`src/rtl/fight_pkg.sv`:
```
// Shared encodings for the fight arena: player actions, strike kinds,
// round FSM states and damage amounts.
package fight_pkg;

    typedef enum logic [2:0] {
        ACT_IDLE   = 3'b000,
        ACT_LEFT   = 3'b001,
        ACT_RIGHT  = 3'b010,
        ACT_ATTACK = 3'b011,
        ACT_DEFEND = 3'b100,
        ACT_HEAVY  = 3'b101
    } action_t;

    typedef enum logic [1:0] {
        STK_NONE  = 2'd0,
        STK_ATK   = 2'd1,
        STK_HEAVY = 2'd2
    } strike_t;

    typedef enum logic {
        ST_FIGHT = 1'b0,
        ST_OVER  = 1'b1
    } state_t;

    localparam logic [1:0] ATK_DMG           = 2'd1;
    localparam logic [1:0] HEAVY_DMG         = 2'd2;
    localparam logic [1:0] HEAVY_BLOCKED_DMG = 2'd1;

    function automatic logic [1:0] strike_dmg(input strike_t s, input logic defending);
        case (s)
            STK_ATK:   strike_dmg = defending ? 2'd0 : ATK_DMG;
            STK_HEAVY: strike_dmg = defending ? HEAVY_BLOCKED_DMG : HEAVY_DMG;
            default:   strike_dmg = 2'd0;
        endcase
    endfunction

endpackage

```
`src/rtl/fight_player_unit.sv`:
```
// One player's state: health, attack cooldown, decoded move requests and
// intake of the opponent's strike.
module fight_player_unit
    import fight_pkg::*;
#(
    parameter int HEALTH_W   = 3,
    parameter int MAX_HEALTH = 7,
    parameter int COOLDOWN   = 2
) (
    input  logic                clk,
    input  logic                resetGame,
    input  logic                run_i,
    input  logic                act_en_i,
    input  logic [2:0]          action_i,
    input  strike_t             opp_strike_i,
    input  logic                adjacent_i,
    output strike_t             strike_o,
    output logic                mv_left_o,
    output logic                mv_right_o,
    output logic                busy_o,
    output logic [HEALTH_W-1:0] health_o,
    output logic [HEALTH_W-1:0] health_d_o
);

    localparam int CW = $clog2(COOLDOWN + 2);

    logic [CW-1:0]       cool_q, cool_d;
    logic [HEALTH_W-1:0] health_q;
    logic                defending;
    logic [1:0]          dmg;
    logic [HEALTH_W:0]   dmg_ext;

    always_comb begin
        strike_o   = STK_NONE;
        mv_left_o  = 1'b0;
        mv_right_o = 1'b0;
        defending  = 1'b0;
        if (act_en_i) begin
            case (action_i)
                ACT_LEFT:   mv_left_o  = 1'b1;
                ACT_RIGHT:  mv_right_o = 1'b1;
                ACT_DEFEND: defending  = 1'b1;
                // a strike while cooling down degrades to idle
                ACT_ATTACK: if (cool_q == '0) strike_o = STK_ATK;
                ACT_HEAVY:  if (cool_q == '0) strike_o = STK_HEAVY;
                default: ;
            endcase
        end

        dmg     = adjacent_i ? strike_dmg(opp_strike_i, defending) : 2'd0;
        dmg_ext = (HEALTH_W+1)'(dmg);
        if ({1'b0, health_q} <= dmg_ext) health_d_o = '0;
        else                             health_d_o = health_q - dmg_ext[HEALTH_W-1:0];

        cool_d = cool_q;
        if (strike_o != STK_NONE) cool_d = CW'(COOLDOWN);
        else if (cool_q != '0)    cool_d = cool_q - CW'(1);
    end

    always_ff @(posedge clk or negedge resetGame) begin
        if (!resetGame) begin
            cool_q   <= '0;
            health_q <= HEALTH_W'(MAX_HEALTH);
        end else if (run_i) begin
            cool_q   <= cool_d;
            health_q <= health_d_o;
        end
    end

    assign busy_o   = (cool_q != '0);
    assign health_o = health_q;

endmodule

```
`src/rtl/fight_arena.sv`:
```
// Two-player arena: move arbitration on a 1-D track, strike resolution via
// two player units, and the FIGHT/OVER round FSM with sticky result flags.
module fight_arena
    import fight_pkg::*;
#(
    parameter  int TRACK_LEN  = 8,
    parameter  int HEALTH_W   = 3,
    parameter  int MAX_HEALTH = 7,
    parameter  int COOLDOWN   = 2,
    localparam int PW         = $clog2(TRACK_LEN)
) (
    input  logic                clk,
    input  logic                resetGame,
    input  logic                action_valid,
    input  logic [2:0]          action1,
    input  logic [2:0]          action2,
    output logic [PW-1:0]       pos1,
    output logic [PW-1:0]       pos2,
    output logic [HEALTH_W-1:0] health1,
    output logic [HEALTH_W-1:0] health2,
    output logic                first_win,
    output logic                second_win,
    output logic                draw,
    output logic                busy1,
    output logic                busy2,
    output logic                round_over
);

    state_t              state_q;
    logic [PW-1:0]       pos1_q, pos2_q, pos1_d, pos2_d, gap;
    logic                first_q, second_q, draw_q, over_q;
    logic                fight, act_en, adjacent;
    strike_t             s1, s2;
    logic                m1l, m1r, m2l, m2r;
    logic [HEALTH_W-1:0] h1_d, h2_d;

    assign fight    = (state_q == ST_FIGHT);
    assign act_en   = fight && action_valid;
    assign gap      = pos2_q - pos1_q;
    assign adjacent = (gap == PW'(1));

    fight_player_unit #(.HEALTH_W(HEALTH_W), .MAX_HEALTH(MAX_HEALTH), .COOLDOWN(COOLDOWN)) u_p1 (
        .clk(clk), .resetGame(resetGame), .run_i(fight), .act_en_i(act_en),
        .action_i(action1), .opp_strike_i(s2), .adjacent_i(adjacent),
        .strike_o(s1), .mv_left_o(m1l), .mv_right_o(m1r), .busy_o(busy1),
        .health_o(health1), .health_d_o(h1_d)
    );

    fight_player_unit #(.HEALTH_W(HEALTH_W), .MAX_HEALTH(MAX_HEALTH), .COOLDOWN(COOLDOWN)) u_p2 (
        .clk(clk), .resetGame(resetGame), .run_i(fight), .act_en_i(act_en),
        .action_i(action2), .opp_strike_i(s1), .adjacent_i(adjacent),
        .strike_o(s2), .mv_left_o(m2l), .mv_right_o(m2r), .busy_o(busy2),
        .health_o(health2), .health_d_o(h2_d)
    );

    // Moves never target the opponent's current cell; converging at gap 2
    // would land both on the same cell, so both are cancelled.
    always_comb begin
        pos1_d = pos1_q;
        pos2_d = pos2_q;
        if (m1l && pos1_q != '0)
            pos1_d = pos1_q - PW'(1);
        if (m1r && gap != PW'(1) && !(m2l && gap == PW'(2)))
            pos1_d = pos1_q + PW'(1);
        if (m2r && pos2_q != PW'(TRACK_LEN-1))
            pos2_d = pos2_q + PW'(1);
        if (m2l && gap != PW'(1) && !(m1r && gap == PW'(2)))
            pos2_d = pos2_q - PW'(1);
    end

    always_ff @(posedge clk or negedge resetGame) begin
        if (!resetGame) begin
            state_q  <= ST_FIGHT;
            pos1_q   <= '0;
            pos2_q   <= PW'(TRACK_LEN-1);
            first_q  <= 1'b0;
            second_q <= 1'b0;
            draw_q   <= 1'b0;
            over_q   <= 1'b0;
        end else if (state_q == ST_FIGHT) begin
            pos1_q <= pos1_d;
            pos2_q <= pos2_d;
            if (h1_d == '0 || h2_d == '0) begin
                state_q  <= ST_OVER;
                over_q   <= 1'b1;
                draw_q   <= (h1_d == '0) && (h2_d == '0);
                first_q  <= (h1_d != '0);
                second_q <= (h2_d != '0);
            end
        end
    end

    assign pos1       = pos1_q;
    assign pos2       = pos2_q;
    assign first_win  = first_q;
    assign second_win = second_q;
    assign draw       = draw_q;
    assign round_over = over_q;

endmodule

```
`config.mk`:
```
export PLATFORM = sky130hd
export DESIGN_NAME = fight_arena
export DESIGN_NICKNAME = d
export VERILOG_FILES = /design/src/rtl/fight_pkg.sv /design/src/rtl/fight_player_unit.sv /design/src/rtl/fight_arena.sv
export SDC_FILE = /design/constraint.sdc
export NUM_CORES = 1
export LEC_CHECK = 0
export CAP_MARGIN = 10
export CORE_MARGIN = 8
export CORE_UTILIZATION = 30
export DETAILED_ROUTE_END_ITERATION = 8
export DONT_BUFFER_PORTS = 1
export SYNTH_ARGS = -nofsm -noshare
export SYNTH_HDL_FRONTEND = slang
export SYNTH_SLANG_ARGS = --single-unit
```
`constraint.sdc`:
```
create_clock -name clk -period 3.8 [get_ports clk]
set_input_delay 0.38 -clock clk [delete_from_list [all_inputs] [get_ports clk]]
set_output_delay 0.38 -clock clk [all_outputs]
set_load 0.005 [all_outputs]
```
* After elaboration in Yosys (flattened, before gate mapping)
Index checks and enable logic that the tools add are counted.
** Word-level totals
- Register bits after elaboration :: 21
- Input port bits :: 9
- Output and inout bits :: 18
- Word-level logic and storage cells :: 114
** Cells by class
- Add/subtract/negate cells :: 9
- Order comparisons :: 2
- Equal/unequal tests :: 18
- Muxes and demuxes :: 40
- Bitwise logic cells :: 1
- Reduce and logical (&&, ||, !) cells :: 33
** Operators by type and width (count)
- two-way mux 2 bit :: 12
- two-way mux 1 bit :: 18
- two-way mux 3 bit :: 6
- case mux 2 bit (2 select lines) :: 4
- nonzero test 2 bit :: 8
- == test 3 x 2 -> 1 bit (second input constant) :: 5
- == test 3 bit (second input constant) :: 4
- logical AND 1 bit :: 10
- AND reduction 2 bit :: 5
- == test 3 x 1 -> 1 bit (second input constant) :: 3
- nonzero test 3 bit :: 3
- adder 3 x 1 -> 3 bit (second input constant) :: 2
- less-or-equal comparator 3 x 2 -> 1 bit :: 2
- logical NOT 3 bit :: 2
- subtractor 3 x 1 -> 3 bit (second input constant) :: 2
- subtractor 3 x 2 -> 3 bit :: 2
- == test 2 x 1 -> 1 bit (second input constant) :: 2
- == test 2 bit (second input constant) :: 2
- logical NOT 2 bit :: 2
- subtractor 2 x 1 -> 2 bit (second input constant) :: 2
- != test 3 x 1 -> 1 bit (second input constant) :: 1
- != test 3 bit (second input constant) :: 1
- subtractor 3 bit :: 1
- logical NOT 1 bit :: 2
- 2 further kinds :: 2

* Depth between registers and ports, before layout
Gate-level depths: netlist of run 1.
- Depth in word-level cells :: 13
- Mapped depth :: 15
- Depth with buffers taken out :: 15

* Hierarchy
From an unflattened synthesis of run 1, not the netlist that was laid out.
** Unflattened totals
- Cells, all modules :: 170
- Area, all modules :: 1574.0 sq um
** Modules (own cells, without submodules)
- fight_arena :: instances 1, cells an instance 62, area each 651.9 sq um, seq. area each 279.0 sq um
- fight_player_unit (u_p2) :: instances 1, cells an instance 55, area each 465.4 sq um, seq. area each 128.9 sq um
- fight_player_unit (u_p1) :: instances 1, cells an instance 53, area each 456.7 sq um, seq. area each 128.9 sq um

* Least setup slack after synthesis of run 1
OpenSTA, ideal clock, no wires.
- Path kind :: reg2reg
- Start :: reg pos2_q[0] (netlist: pos2[0])
- End :: reg draw_q (netlist: draw)
- Setup time :: 83 ps
- Data arrival time :: 3534 ps
- Data required time :: 3717 ps
- Slack :: 183 ps
- Cell stages (with the launch flop) :: 15
- Buffers on the path :: 0
- Period minus slack after synthesis :: 3617 ps
- Cells stage by stage :: dfstp_2 -> inv_1 -> ha_1 -> fa_1 -> xnor2_1 -> xnor2_1 -> nor3_1 -> nand3_1 -> or3_1 -> ha_1 -> nor2b_1 -> o31ai_2 -> o221ai_1 -> or3_1 -> o21ai_0
** Between the ends
- Longest elaborated chain between the ends :: 8
- Elaborated cells on any way between the ends :: 15
- Classes of those cells :: 3 x add/sub; 2 x order compare; 1 x eq/ne; 4 x mux; 5 x reduce/logical
** Ends and longest elaborated chain
- start: declaration :: RTL line fight_arena.sv:30 : logic [PW-1:0] pos1_q, pos2_q, pos1_d, pos2_d, gap;
- start signal: assignment :: RTL line fight_arena.sv:75 : pos2_q <= PW'(TRACK_LEN-1);
- start signal: assignment :: RTL line fight_arena.sv:82 : pos2_q <= pos2_d;
- subtractor 3 bit * :: RTL line fight_arena.sv:39 : assign gap = pos2_q - pos1_q;
- == test 3 x 1 -> 1 bit * :: RTL line fight_arena.sv:40 : assign adjacent = (gap == PW'(1));
- two-way mux 2 bit :: RTL line fight_player_unit.sv:50 : dmg = adjacent_i ? strike_dmg(opp_strike_i, defending) : 2'd0;
- subtractor 3 x 2 -> 3 bit / less-or-equal comparator 3 x 2 -> 1 bit (equally long branches) :: RTL line fight_player_unit.sv:53, fight_player_unit.sv:52
- two-way mux 3 bit :: RTL line fight_player_unit.sv:52 : if ({1'b0, health_q} <= dmg_ext) health_d_o = '0;
- logical NOT 3 bit :: RTL line fight_arena.sv:83, fight_arena.sv:86
- logical OR 1 bit :: RTL line fight_arena.sv:83 : if (h1_d == '0 || h2_d == '0) begin
- AND reduction 2 bit (no line)
- end signal: assignment :: RTL line fight_arena.sv:86 : draw_q <= (h1_d == '0) && (h2_d == '0);
- end: declaration :: RTL line fight_arena.sv:31 : logic first_q, second_q, draw_q, over_q;
Every way passes the cells marked *; elsewhere a longest branch is shown, timed or not.
A chain may end at the register's enable or synchronous reset.

* Worst setup path after layout of run 1
Ends and elaborated chain as after synthesis.

==> reports/qor.log, run 1 <==
[run_status] status completed
[place] final RePlAce weighted congestion 0.759
[global_routing] maximum number of pins on one net before global-route repair 22
[critical_path] critical path launch point type register
[layout] most common library cell in the layout ignoring fill and taps nand2_1
[timing] number of pins exceeding their max-slew limit in the final report 0
[timing] measured slew at the worst slew-check pin 0.957 ns
[global_routing] via count of the first global-routing pass 1240
[detailed_routing] final wirelength 3510 µm
[cts] Clk Latency, worst-skew pair 0.26 ns
[floorplan] number of cell rows 26
[detailed_routing] initial DRC count 48
[floorplan] die footprint 7660 µm²
[critical_path] cell family contributing the most delay on the critical path simple AND/OR/NAND/NOR gates
[global_routing] GR Util met2 15.7%
[synthesis] number of register bits inferred by synthesis 21
[cts] clock root buffer clkbuf_8
[timing] final worst path period share 95.2%
[layout] top library cells by usage in the layout, fill and taps aside nand2_1 (20), inv_1 (17), dfrtp_1 (12)
[detailed_routing] vias after detailed routing 1237
[synthesis] proportion of register bits with asynchronous set or reset after synthesis 100%
[floorplan] DIE WIDTH 87.5 µm
[global_routing] first-pass GRT wire length 5780 µm
[critical_path] Crit Path Class register to register
[floorplan] Die Span Y 87.5 µm
[global_routing] GRT met1 Usage 11.4%
[detailed_routing] detailed-route DRC error count 0
[timing] Tmin final 3.62 ns
[synthesis] syn avg cell area 8.97 µm²
[timing] endpoints failing setup 0
[critical_path] cell mode on critical path or3_1
[synthesis] netlist area before placement 1530 µm²
[min_path] type of the worst min-delay path input port to register
[place] number of port buffers 0
[floorplan] starting density of the core 30.6%
[global_routing] GRT Total Usage 9.53%
[cts] H-tree levels 1
[global_routing] initial antenna violation count 0
[cts] TritonCTS clock tree yes
[critical_path] required time of the critical path 3.99 ns
[synthesis] Cells after Synth 171
[detailed_routing] post-detailed-route wirelength per cell 14.1 µm
[timing] upper clock frequency limit 0.276 GHz
[cts] clock edge transition at the registers on the reported setup and hold paths 0.08 ns
[cts] CTS sink cnt 21
[layout] synth-to-layout area growth 16.6%
[floorplan] area of the core 5010 µm²
[cts] Post-CTS Setup Bufs 0
[detailed_routing] number of nets with antenna violations after detailed routing 0
[layout] Antenna Diode Count 0
[pwr] worst-case vdd ir drop 0.000151 V
[critical_path] Slowest cell on crit path dfstp_2
[job] number of maximum-capacitance violations 0
[floorplan] number of primary I/O pins 27
[synthesis] Yosys cell types 46
[synthesis] EDFF count, synth 0
[timing] final hold violation count 0
[critical_path] r2r setup slk 0.18 ns
[cts] number of buffers created by CTS 3
[pwr] post-layout power 0.000411 W
[critical_path] critical path buffer and inverter count 2
[timing] setup TNS 0 ns
[synthesis] Synth Flop Type dfrtp_1
[layout] fraction of final layout cells with drive strength greater than 1 21.2%
[synthesis] count of yosys warnings during synthesis 0
[critical_path] ordered cell list for the critical path inv_1 -> ha_1 -> fa_2 -> nand2b_1 -> nor3_2 -> buf_4 -> nand3_1 -> or3_1 -> ha_4 -> nor2b_1 -> o31ai_2 -> o221ai_2 -> or3_1 -> o21ai_0
[timing] worst slew margin relative to its limit 36.0%
[pwr] Pwr Density 230 nW/µm²
[synthesis] Post-Syn Nets 192
[timing] worst clock skew on the final layout 0.00619 ns
[critical_path] stage delay of the slowest cell on the critical path 0.53 ns
[global_routing] GR met3 Demand/Resource 2.17%
[synthesis] sequential area share after synthesis 35.0%
[critical_path] crit end category register
[detailed_routing] length of the first detailed-routing pass in iterations 4
[detailed_routing] via/cell ratio 4.97
[critical_path] CP arrival 3.80 ns
[place] hpwl dp 2640 µm
[pwr] Pleak 0.781 nW
[global_routing] most utilized layer in the global route result met2
[layout] Net count, final 201
[critical_path] maximum fanout along the worst path 4
[cts] maximum clock insertion buffer count 2
[global_routing] Congestion Overflow GR 0
-- stage by stage --
stage	instances	util [%]	area, µm²	setup slack, ns	hold slack (ns)
after floorplan	171	-	1530	0.183	0.0844
after global placement	244	32.8	1650	-0.0239	0.0855
after detailed placement	244	32.8	1650	-0.0390	0.0856
after CTS	249	34.1	1710	0.0115	0.390
after global routing	249	35.7	1790	-0.0336	0.413
final	249	35.7	1790	0.182	0.400
-- worst min-delay path: stages --
cell,delay (ns)
nor2_1,0.05
a21boi_2,0.15
o21ai_1,0.07
-- logic make-up after synthesis --
group                    synth area share (%)
flip-flops                               35.0
AND/OR/NAND/NOR                          25.0
XOR/XNOR                                 1.14
adder cells (fa/ha/maj)                  12.2
AO/OA/AOI/OAI                            19.5
buffers and inverters                    6.52
multiplexers                            0.653
-- synth_stat cells (3+ instances only) --
library cell | number | area share [%]
ha_1 | 7 | 5.7
o31ai_1 | 6 | 2.9
o21ai_1 | 5 | 1.6
inv_1 | 17 | 4.2
o21ai_0 | 3 | 0.98
nand3_1 | 7 | 2.3
a21oi_1 | 7 | 2.3
or3_1 | 3 | 1.2
dfstp_2 | 9 | 15
nand2_1 | 20 | 4.9
nand2b_1 | 5 | 2.0
dfrtp_1 | 12 | 20
nor2b_1 | 6 | 2.4
nor2_1 | 11 | 2.7
nor3_1 | 6 | 2.0
fa_1 | 5 | 6.5
-- final cells by class --
cell class,instances,area (µm²)
clock buffer,3,41.3
clock inverter,1,5.00
fill,547,3220
inverter,17,63.8
multi-input combinational,128,985
sequential,21,537
tap,70,87.6
timing repair buffer,9,70.1
-- power breakdown --
part	leakage [nW]	total, W	switching [W]	internal (W)
sequential	0.230	0.000233	0.00000632	0.000226
combinational	0.526	0.0000280	0.0000149	0.0000130
clock	0.0255	0.000150	0.0000773	0.0000731
-- registers in the layout, indices dropped and copies added (netlist names) --
| signal | count |
|---|---|
| u_p2.health_o | 3 |
| u_p1.cool_q | 2 |
| pos2 | 3 |
| pos1 | 3 |
| draw | 1 |
| first_win | 1 |
| state_q | 1 |
| u_p2.cool_q | 2 |
| second_win | 1 |
| u_p1.health_o | 3 |
| round_over | 1 |
-- final timing paths --
kind / endpoint / from / cells past startpoint
min in group asynchronous: state_q / resetGame / 1
max: draw / pos2[0] / 14
max in group asynchronous: u_p2.cool_q[1] / resetGame / 1
min reg2reg: u_p2.cool_q[0] / u_p2.cool_q[0] / 1
max reg2reg: draw / pos2[0] / 14
min: pos2[1] / action2[0] / 3
-- metal layers --
layer	routed length [µm]	vias up	share of wire [%]
met3	223	6	6.4
met5	0	-	0
met1	1510	588	43
met2	1700	29	49
met4	70	0	2.0
li1	-	614	-
-- what timing repair did --
action	CTS	global route
pin swaps	0	3
endpoints found under the setup margin	1	5
endpoints found under the hold margin	21	0
hold buffers	1	0
gates resized for setup	1	12
Note: power is estimated with default switching activity, not from simulation.
==> run 2, diff against run 1 <==
--- a/config.mk
+++ b/config.mk
@@ -6,7 +6,7 @@
 export NUM_CORES = 1
 export LEC_CHECK = 0
 export CAP_MARGIN = 10
-export CORE_MARGIN = 8
+export CORE_MARGIN = 4
 export CORE_UTILIZATION = 30
 export DETAILED_ROUTE_END_ITERATION = 8
 export DONT_BUFFER_PORTS = 1
==> constraint.sdc (replaced) <==
create_clock -name clk -period 3.3 [get_ports clk]
set_input_delay 0.33 -clock clk [delete_from_list [all_inputs] [get_ports clk]]
set_output_delay 0.33 -clock clk [all_outputs]
set_load 0.005 [all_outputs]
==> reports/qor.log, run 2 (synthesis results as in run 1) <==
[run_status] status finished with violations
[run_status] failing checks negative setup slack
[min_path] type of the worst min-delay path input port to register
[critical_path] Crit Path Class register to register
[timing] number of pins exceeding their max-slew limit in the final report 0 [unchanged]
[global_routing] maximum number of pins on one net before global-route repair 22 [unchanged]
[detailed_routing] via/cell ratio 5.01 [+0.94%]
[timing] Tmin final 3.44 ns [-0.177 ns]
[detailed_routing] initial DRC count 30 [-38%]
[cts] Clk Latency, worst-skew pair 0.27 ns [about the same]
[layout] most common library cell in the layout ignoring fill and taps buf_4
[timing] final worst path period share 104% [+9.1 points]
[critical_path] critical path launch point type register
[critical_path] critical path buffer and inverter count 2 [unchanged]
[floorplan] die footprint 6320 µm² [-17%]
[layout] register area 537 µm² [unchanged]
[place] final RePlAce weighted congestion 0.763 [+0.62%]
[critical_path] required time of the critical path 3.50 ns [-0.49 ns]
[cts] H-tree levels 1 [unchanged]
[layout] synth-to-layout area growth 37.9%
[floorplan] Die Span Y 79.5 µm [-9.1%]
[place] hpwl dp 2750 µm [+4.3%]
[timing] RSZ-0062 raised after global routing true
[timing] final hold violation count 0 [unchanged]
[place] number of port buffers 0 [unchanged]
[cts] maximum clock insertion buffer count 2 [unchanged]
[detailed_routing] vias after detailed routing 1379 [+11%]
[critical_path] ordered cell list for the critical path inv_2 -> ha_4 -> fa_2 -> nand2b_4 -> nor3_4 -> and3_4 -> a21boi_2 -> ha_2 -> inv_2 -> fa_2 -> a21boi_2 -> o221ai_4 -> or3_1 -> o21ai_1
[floorplan] DIE WIDTH 79.5 µm [-9.1%]
[critical_path] CP arrival 3.64 ns [-0.16 ns]
[detailed_routing] post-detailed-route wirelength per cell 14.6 µm [+3.6%]
[layout] Net count, final 230 [+14%]
[layout] Antenna Diode Count 0 [unchanged]
[layout] Multi-input gate area 1090 µm² [+11%]
[pwr] Pleak 0.952 nW [+22%]
[layout] fraction of final layout cells with drive strength greater than 1 42.8% [+22 points]
[critical_path] cell family contributing the most delay on the critical path adder cells
[cts] CTS sink cnt 21 [unchanged]
[layout] top library cells by usage in the layout, fill and taps aside buf_4 (36), nand2_1 (20), inv_1 (15)
[pwr] Pwr Density 231 nW/µm² [+0.45%]
[global_routing] first-pass GRT wire length 6620 µm [+15%]
[cts] clock root buffer clkbuf_8
[pwr] post-layout power 0.000488 W [+19%]
[min_path] hold_sp action2[0]
[critical_path] Slowest cell on crit path fa_2
[layout] fill cell instance count of the final layout 467 [-15%]
[pwr] worst-case vdd ir drop 0.000134 V [-12%]
[timing] measured slew at the worst slew-check pin 0.992 ns [+0.0348 ns]
[cts] clock edge transition at the registers on the reported setup and hold paths 0.08 ns [about the same]
[floorplan] starting density of the core 31.6% [+1.0 points]
[cts] TritonCTS clock tree yes
[global_routing] Congestion Overflow GR 0 [unchanged]
[critical_path] stage delay of the slowest cell on the critical path 0.57 ns [+0.04 ns]
[global_routing] initial antenna violation count 0 [unchanged]
[floorplan] area of the core 4850 µm² [-3.2%]
[critical_path] FF-to-FF Start pos2[0]
[timing] worst clock skew on the final layout 0.00295 ns [-0.00324 ns]
[critical_path] CP Launch Point pos2[0]
[floorplan] number of cell rows 25 [-3.8%]
[detailed_routing] detailed-route DRC error count 0 [unchanged]
[detailed_routing] final wirelength 4020 µm [+14%]
[global_routing] via count of the first global-routing pass 1360 [+9.7%]
[critical_path] crit end category register
[critical_path] maximum fanout along the worst path 5 [+1]
[detailed_routing] number of nets with antenna violations after detailed routing 0 [unchanged]
[detailed_routing] length of the first detailed-routing pass in iterations 4 [unchanged]
[global_routing] GRT Total Usage 13.3% [+3.8 points]
[timing] Hold WS 0.332 ns [-0.0685 ns]
[job] number of maximum-capacitance violations 0 [unchanged]
[timing] worst slew margin relative to its limit 33.7% [-2.3 points]
[timing] endpoints failing setup 5 [+5]
[timing] setup ws final -0.141 ns [-0.323 ns]
[cts] number of buffers created by CTS 3 [unchanged]
[floorplan] number of primary I/O pins 27 [unchanged]
[timing] upper clock frequency limit 0.291 GHz [+5.1%]
[run 2: changes by cell type in the layout (fill, tap and decap cells not counted), sizes merged]
cell | previous run | this run
buf | 8 | 37
[run 2: worst paths after layout]
| path | end | slack, ns | cells after the start |
|---|---|---|---|
| setup / recovery | draw | -0.14 | 14 |
| hold / removal | pos2[1] | 0.33 | 3 |
| setup reg to reg | draw | -0.14 | 14 |
| hold reg to reg | u_p2.cool_q[0] | 0.48 | 1 |
| max in group asynchronous | u_p2.cool_q[1] | 2.03 | 1 |
| min in group asynchronous | round_over | 0.67 | 1 |
[run 2: per-layer routing]
| layer | routed length, µm | GRT usage (%) | vias up |
|---|---|---|---|
| li1 | - | - | 675 |
| met1 | 1730 | 17.8 | 657 |
| met2 | 1800 | 19.9 | 42 |
| met3 | 433 | 4.51 | 5 |
| met4 | 58 | 4.64 | 0 |
| met5 | 0 | 0 | - |
[run 2: worst register-to-register path, stage by stage, from the launching register on]
cell	delay, ns
dfstp_2	0.54
inv_2	0.05
ha_4	0.15
fa_2	0.57
nand2b_4	0.08
nor3_4	0.19
and3_4	0.20
a21boi_2	0.15
ha_2	0.20
inv_2	0.04
fa_2	0.43
a21boi_2	0.20
o221ai_4	0.16
or3_1	0.36
o21ai_1	0.07
[run 2: layout make-up]
class,instances,share of cell area [%]
Clock buffer,3,1.95
Clock inverter,1,0.237
Inverter,17,3.02
Multi-Input combinational cell,128,51.7
Sequential cell,21,25.4
Tap cell,67,3.96
Timing Repair Buffer,38,13.8
[run 2: report_power, final]
part,internal [W],total [W],switching [W]
combinational,0.0000204,0.0000420,0.0000216
sequential,0.000261,0.000268,0.00000736
clock,0.0000845,0.000178,0.0000937
[run 2: through the flow]
step           utilization (%)  instance area, µm²  setup TNS (ns)  setup slack (ns)  cells
2_1_floorplan                -                1610          -0.171            -0.118    171
3_3_place_gp              36.7                1780          -0.457            -0.157    250
3_5_place_dp              36.7                1780          -0.588            -0.153    250
4_1_cts                   41.5                2010          -0.305            -0.110    274
5_1_grt                   43.6                2120           -1.24            -0.288    275
6_report                  43.6                2120          -0.460            -0.141    275
[run 2: what timing repair did]
action / 4_1_cts / 5_1_grt
setup endpoints to repair: 5 / 9
hold buffers: 1 / 0
resized for setup: 8 / 18
hold endpoints to repair: 21 / 0
buffers inserted: 19 / 4
pin swaps: 12 / 10
